**src/rtl/minirisc_pkg.sv**
```systemverilog
// Shared definitions for the MiniRISC multi-cycle sequencer: FSM state encoding,
// opcode constants, default PC step and a saturating counter helper.
package minirisc_pkg;

  typedef enum logic [2:0] {
    ST_IDLE   = 3'd0,
    ST_FETCH  = 3'd1,
    ST_DECODE = 3'd2,
    ST_EXEC   = 3'd3,
    ST_MEM    = 3'd4,
    ST_WB     = 3'd5,
    ST_HALT   = 3'd6,
    ST_FAULT  = 3'd7
  } state_e;

  localparam logic [3:0] OP_LOAD  = 4'h2;
  localparam logic [3:0] OP_STORE = 4'h3;
  localparam logic [3:0] OP_BR    = 4'h4;
  localparam logic [3:0] OP_JMP   = 4'h6;
  localparam logic [3:0] OP_HALT  = 4'hF;

  localparam int unsigned PC_STEP_DEFAULT = 4;

  function automatic logic [31:0] sat_inc32(input logic [31:0] v);
    return (v == '1) ? v : v + 32'd1;
  endfunction

endpackage

```
**src/rtl/mr_wait_timer.sv**
```systemverilog
// Bounded wait counter shared by the FETCH and MEM handshakes; expired flags the
// WAIT_MAX-th consecutive cycle without an acknowledge.
module mr_wait_timer #(
  parameter int unsigned WAIT_MAX = 15
) (
  input  logic clk,
  input  logic rst,
  input  logic clear,
  input  logic waiting,
  output logic expired
);

  localparam logic [7:0] LAST = 8'(WAIT_MAX - 1);

  logic [7:0] cnt;

  always_ff @(posedge clk or negedge rst) begin
    if (!rst) begin
      cnt <= '0;
    end else if (clear) begin
      cnt <= '0;
    end else if (waiting) begin
      cnt <= cnt + 8'd1;
    end
  end

  assign expired = waiting && (cnt == LAST);

endmodule

```
**src/rtl/minirisc_mc_sequencer.sv**
```systemverilog
// Multi-cycle control sequencer for MiniRISC: owns PC/IR and the imem/dmem req/ack
// handshakes. Define MINIRISC_PERF_CNT_EN to build the cycle/stall perf counters.
module minirisc_mc_sequencer
  import minirisc_pkg::*;
#(
  parameter int unsigned     PC_W     = 32,
  parameter int unsigned     INSTR_W  = 32,
  parameter logic [PC_W-1:0] RESET_PC = '0,
  parameter int unsigned     WAIT_MAX = 15,
  parameter int unsigned     PC_STEP  = PC_STEP_DEFAULT
) (
  input  logic               clk,
  input  logic               rst,
  input  logic               run,
  output logic               imem_req,
  output logic [PC_W-1:0]    imem_addr,
  input  logic               imem_ack,
  input  logic [INSTR_W-1:0] imem_rdata,
  output logic               dmem_req,
  output logic               dmem_we,
  input  logic               dmem_ack,
  input  logic               br_taken,
  input  logic [PC_W-1:0]    br_target,
  output logic [INSTR_W-1:0] ir,
  output logic [3:0]         opcode,
  output logic [PC_W-1:0]    pc,
  output logic               reg_we,
  output logic [2:0]         state,
  output logic               halted,
  output logic               fault,
  output logic [31:0]        instr_cnt,
  output logic [31:0]        cyc_cnt,
  output logic [31:0]        stall_cnt
);

  localparam logic [PC_W-1:0] STEP = PC_W'(PC_STEP);

  state_e          state_q;
  logic            br_taken_q;
  logic [PC_W-1:0] br_target_q;
  logic            in_wait;
  logic            cur_ack;
  logic            timeout;
  logic            is_mem;

  assign state     = state_q;
  assign imem_addr = pc;
  assign opcode    = ir[INSTR_W-1 -: 4];
  assign is_mem    = (opcode == OP_LOAD) || (opcode == OP_STORE);
  assign in_wait   = (state_q == ST_FETCH) || (state_q == ST_MEM);
  assign cur_ack   = ((state_q == ST_FETCH) && imem_ack) || ((state_q == ST_MEM) && dmem_ack);

  // Clearing on ack as well as outside the wait states guarantees a fresh count on
  // every entry, including the direct MEM(store) -> FETCH hop.
  mr_wait_timer #(
    .WAIT_MAX(WAIT_MAX)
  ) u_wait_timer (
    .clk    (clk),
    .rst    (rst),
    .clear  (!in_wait || cur_ack),
    .waiting(in_wait && !cur_ack),
    .expired(timeout)
  );

  always_ff @(posedge clk or negedge rst) begin
    if (!rst) begin
      state_q     <= ST_IDLE;
      pc          <= RESET_PC;
      ir          <= '0;
      br_taken_q  <= 1'b0;
      br_target_q <= '0;
      imem_req    <= 1'b0;
      dmem_req    <= 1'b0;
      dmem_we     <= 1'b0;
      reg_we      <= 1'b0;
      halted      <= 1'b0;
      fault       <= 1'b0;
      instr_cnt   <= '0;
    end else begin
      case (state_q)
        ST_IDLE: begin
          if (run) begin
            state_q  <= ST_FETCH;
            imem_req <= 1'b1;
          end
        end
        ST_FETCH: begin
          if (imem_ack) begin
            ir       <= imem_rdata;
            imem_req <= 1'b0;
            state_q  <= ST_DECODE;
          end else if (timeout) begin
            imem_req <= 1'b0;
            fault    <= 1'b1;
            state_q  <= ST_FAULT;
          end
        end
        ST_DECODE: begin
          if (opcode == OP_HALT) begin
            halted  <= 1'b1;
            state_q <= ST_HALT;
          end else begin
            state_q <= ST_EXEC;
          end
        end
        ST_EXEC: begin
          br_taken_q  <= br_taken;
          br_target_q <= br_target;
          if (is_mem) begin
            dmem_req <= 1'b1;
            dmem_we  <= (opcode == OP_STORE);
            state_q  <= ST_MEM;
          end else if ((opcode == OP_BR) || (opcode == OP_JMP)) begin
            pc        <= br_taken ? br_target : pc + STEP;
            instr_cnt <= sat_inc32(instr_cnt);
            imem_req  <= 1'b1;
            state_q   <= ST_FETCH;
          end else begin
            reg_we  <= 1'b1;
            state_q <= ST_WB;
          end
        end
        ST_MEM: begin
          if (dmem_ack) begin
            dmem_req <= 1'b0;
            dmem_we  <= 1'b0;
            if (opcode == OP_STORE) begin
              pc        <= br_taken_q ? br_target_q : pc + STEP;
              instr_cnt <= sat_inc32(instr_cnt);
              imem_req  <= 1'b1;
              state_q   <= ST_FETCH;
            end else begin
              reg_we  <= 1'b1;
              state_q <= ST_WB;
            end
          end else if (timeout) begin
            dmem_req <= 1'b0;
            dmem_we  <= 1'b0;
            fault    <= 1'b1;
            state_q  <= ST_FAULT;
          end
        end
        ST_WB: begin
          reg_we    <= 1'b0;
          pc        <= br_taken_q ? br_target_q : pc + STEP;
          instr_cnt <= sat_inc32(instr_cnt);
          imem_req  <= 1'b1;
          state_q   <= ST_FETCH;
        end
        ST_HALT: begin
          state_q <= ST_HALT;
        end
        ST_FAULT: begin
          state_q <= ST_FAULT;
        end
      endcase
    end
  end

`ifdef MINIRISC_PERF_CNT_EN
  logic [31:0] cyc_q;
  logic [31:0] stall_q;

  always_ff @(posedge clk or negedge rst) begin
    if (!rst) begin
      cyc_q   <= '0;
      stall_q <= '0;
    end else begin
      if ((state_q != ST_IDLE) && (state_q != ST_HALT) && (state_q != ST_FAULT)) begin
        cyc_q <= sat_inc32(cyc_q);
      end
      if ((imem_req && !imem_ack) || (dmem_req && !dmem_ack)) begin
        stall_q <= sat_inc32(stall_q);
      end
    end
  end

  assign cyc_cnt   = cyc_q;
  assign stall_cnt = stall_q;
`else
  assign cyc_cnt   = '0;
  assign stall_cnt = '0;
`endif

endmodule

```
**config.mk**
```make
export PLATFORM = sky130hd
export DESIGN_NAME = minirisc_mc_sequencer
export DESIGN_NICKNAME = d
export VERILOG_FILES = /design/src/rtl/minirisc_pkg.sv /design/src/rtl/mr_wait_timer.sv /design/src/rtl/minirisc_mc_sequencer.sv
export SDC_FILE = /design/constraint.sdc
export NUM_CORES = 1
export LEC_CHECK = 0
export CAP_MARGIN = 25
export CELL_PAD_IN_SITES_DETAIL_PLACEMENT = 1
export CELL_PAD_IN_SITES_GLOBAL_PLACEMENT = 2
export CORE_MARGIN = 5
export CORE_UTILIZATION = 25
export CTS_BUF_LIST = sky130_fd_sc_hd__clkbuf_16
export CTS_CLUSTER_DIAMETER = 80
export CTS_CLUSTER_SIZE = 28
export DETAILED_ROUTE_END_ITERATION = 7
export GPL_TIMING_DRIVEN = 0
export HOLD_SLACK_MARGIN = 0.05
export PLACE_DENSITY = 0.85
export REMOVE_ABC_BUFFERS = 1
export SYNTH_ARGS = -nofsm -noshare
export SYNTH_HDL_FRONTEND = slang
export SYNTH_SLANG_ARGS = --single-unit
```
**constraint.sdc**
```tcl
create_clock -name clk -period 1.8 [get_ports clk]
set_input_delay 0.54 -clock clk [delete_from_list [all_inputs] [get_ports clk]]
set_output_delay 0.54 -clock clk [all_outputs]
set_load 0.05 [all_outputs]
```
==> results.md <==
* Nets at 1108
* Post-route insts no fill at 1449
* Internal power at 0.0124 W
* Maximum level of the CTS H-tree at 4
* Routability congestion estimate from global placement at 0.727
* Number of input and output port buffers inserted at 210
* Die X at 188 um
* Reg-to-Reg End: instr_cnt[14]$_DFFE_PN0P_
* Class of the tightest hold or removal check: reg2reg
* Starting DRC count in detailed routing at 351
* Endpoint type of the worst setup path: flop
* Area used by multi-input combinational logic at 4370 um2
* Fraction of final layout cells with drive strength greater than 1 at 0.494
* Leading cell type in the layout, fill and taps excluded: dfrtp_1
* Worst-path fanout max at 7
* DR vias at 7104
* Post-DRT Antenna Nets at 0
* Power per standard cell area at 1930 nW/um2
* Final core utilization at 0.403
* Maximum VDD drop at 1.12 mV
* Net switching fraction of the power at 0.490
* Fillcell total at 3381
* Final critical-path required period at 2.01 ns
* Number of top-level pins at 275
* Setup slack of the most critical reg-to-reg path at -0.21 ns
* Area taken by flip-flops and latches at 3690 um2
* R2R depth at 6
* Net Sw Power at 0.0120 W
* Count of distinct cell types in the synthesized netlist at 67
* Startpoint of the most critical register-to-register path: ir[28]$_DFFE_PN0P_
* Startpoint of the worst setup timing path: ir[28]$_DFFE_PN0P_
* Fraction of power consumed by sequential logic at 0.251
* Logic gate share of total power at 0.587
* Maximum number of pins on one net before global-route repair at 99
* Overall die area at 35200 um2
* Row count at 65
* Layout area overhead at 60.1%
* Portion of the post-synthesis area used by sequential elements at 0.463
* Leakage power at 5.10 nW
* Max Cap Viol at 0
* All-layer global routing usage at 0.159
* Post-synth top flop: dfrtp_1
* RSZ-0062 raised after global routing: yes
* DRT Pass-1 Iters at 5
* Buffer levels on the longest clock path at 2
* Master of the slowest instance on the critical path: or4b_4
* Post-detailed-placement half-perimeter wirelength at 17200 um
* Skew final at 0.0175 ns
* TritonCTS clock tree: yes
* Ratio of final minimum period to clock period at 1.11
* Capturing element of the worst setup path: instr_cnt[14]$_DFFE_PN0P_
* Average wire length per cell after detail routing at 20.6 um
* Clock transition at the register clock pins on the worst setup and hold paths after CTS at 0.06 ns
* Commonest cells after routing, fill and taps aside: dfrtp_1, buf_2, buf_4, clkdlybuf4s50_1
* Placeable core area at 31300 um2
* Number of antenna violations at the first check in global routing at 6
* Fraction of synthesis flops using an asynchronous set or reset pin at 1.00
* Number of buffers created by CTS at 17
* Max Clock Freq at 499 MHz
* Flip-flop and latch count after synthesis at 146
* Critical path data arrival time at 2.31 ns
* Final hold violation count at 0
* Vias per std cell at 4.90
* Violated checks: negative setup slack
* Via count of the first global-routing pass at 7476
* Clk Tree Root Cell: clkbuf_16
* Floorplan die height at 188 um
* Number of synthesized flops with an enable pin at 0
* Crit-path max cell delay at 0.48 ns
* TritonCTS sink count at 146
* Total DRC errors in the routed layout at 0
* Crit path launch type: flop
* Initial standard-cell utilization of the core at 0.252
* Per-instance average area after synthesis at 10.5 um2
* YS warnings at 0
* Global-route wire length before repair at 44500 um
* Overall power of the completed layout at 0.0244 W
* Clock latency at the later pin of the worst-skew pair at 0.43 ns
* Worst-margin pin slew at 0.522 ns
* Post-synthesis cell count at 748
* Cell area after synthesis at 7880 um2
* Status: finished with violations
* Total detailed-routing wirelength at 29800 um
* Global route total overflow at 0
* Post-Place Cells at 1291
* Worst path cell trace: nor3b_4, nand4b_1, o211a_4, buf_16, or4b_4, xnor2_1
* Critical Path RT at 2.10 ns
* Share of total power in the clock network at 0.162
* Post-layout worst setup margin at -0.206 ns
* Kind of critical path: reg2reg
* Number of setup violations in the final report at 66
* Worst slew slack as a fraction of its limit at 0.652
* Number of max-slew violations in the final report at 0
==> metal layers <==
layer	GRT usage	wire length [um]	part of all wire	up-vias
met5	0	70	0.0023	-
li1	-	-	-	3149
met1	0.194	12100	0.41	3633
met2	0.274	15000	0.50	256
met3	0.0460	1990	0.067	56
met4	0.0429	585	0.020	10
==> worst min-delay path by stage <==
stage	cells past startpoint	from	end	slack, ns
after floorplan	0	rst	br_taken_q$_DFFE_PN0P_	0.24
after global placement	1	fault$_DFFE_PN0P_	fault$_DFFE_PN0P_	0.46
after detailed placement	1	fault$_DFFE_PN0P_	fault$_DFFE_PN0P_	0.47
after CTS	1	instr_cnt[30]$_DFFE_PN0P_	instr_cnt[30]$_DFFE_PN0P_	0.50
after global routing	1	fault$_DFFE_PN0P_	fault$_DFFE_PN0P_	0.50
final	1	fault$_DFFE_PN0P_	fault$_DFFE_PN0P_	0.49
==> through the flow <==
| step | setup slack [ns] | TNS, ns | instance area [um2] | hold WS [ns] |
|---|---|---|---|---|
| after global placement | -6.35 | -1189.27 | 9800 | 0.456 |
| after detailed placement | -1.10 | -89.69 | 10000 | 0.475 |
| after floorplan | -1.51 | -147.32 | 7200 | 0.244 |
| after CTS | -0.204 | -5.38 | 12000 | 0.497 |
| final | -0.206 | -6.18 | 12600 | 0.490 |
| after global routing | -0.277 | -12.11 | 12600 | 0.504 |
==> cells in the mapped netlist (all sizes together) (15+ instances only) <==
cell	number	area, um2
o22ai	15	93.8
nand3	21	105
nand4	19	131
a21oi	19	95.1
nor3	21	105
dfrtp	146	3650
xor2	34	298
o21ai	22	110
clkbuf	20	76.3
nor2	37	139
nor4	20	159
buf	120	847
mux2	66	743
nand2	40	150
==> registers in the layout (all words and copies together) (netlist names) <==
signal / cells
br_taken_q: 1
br_target_q: 32
dmem_req: 1
dmem_we: 1
fault: 1
halted: 1
imem_addr: 32
imem_req: 1
instr_cnt: 32
ir: 32
reg_we: 1
state: 3
u_wait_timer.cnt: 8
==> kinds of logic after synthesis <==
kind of cell    after synthesis  share of synthesized area
flops                       146                      0.463
xor+xnor                     38                     0.0422
mux                          70                     0.0994
fa+ha+maj                     4                    0.00635
simple gates                202                      0.142
buf+inv                     151                      0.122
compound gates              136                      0.124
other cells                   1                   0.000476
==> final cells by class <==
| cell class | instances | share of cell area |
|---|---|---|
| Clock inverter | 14 | 0.0161 |
| Clock buffer | 17 | 0.0337 |
| Antenna cell | 1 | 0.000198 |
| Timing Repair Buffer | 341 | 0.268 |
| Tap cell | 402 | 0.0399 |
| Inverter | 11 | 0.00327 |
| Multi-Input combinational cell | 517 | 0.347 |
| Sequential cell | 146 | 0.293 |
==> power groups by stage <==
stage / Clock (W) / Combinational, W / Sequential (W)
4_1_cts: 0.00403 / 0.0133 / 0.00604
2_1_floorplan: 0 / 0.00316 / 0.0102
6_report: 0.00395 / 0.0143 / 0.00611
5_1_grt: 0.00419 / 0.0150 / 0.00632
3_3_place_gp: 0 / 0.0113 / 0.00602
3_5_place_dp: 0 / 0.0116 / 0.00612
==> worst max-delay path, delay by kind of cell, from the launching register on <==
kind                   cells  cell delay [ns]
AND/OR/NAND/NOR            3             0.91
flip-flops                 1             0.44
AO/OA/AOI/OAI              1             0.23
buffers and inverters      1             0.16
XOR/XNOR                   1             0.14
==> repair_timing <==
action / in CTS / in global routing
endpoints found under the setup margin: 266 / 137
hold buffers: 1 / 0
setup buffers: 70 / 50
pin swaps: 68 / 58
hold endpoints to repair: 45 / 0
gates cloned: 16 / 3
gates resized for setup: 787 / 153
(Power assumes the default switching activity.)
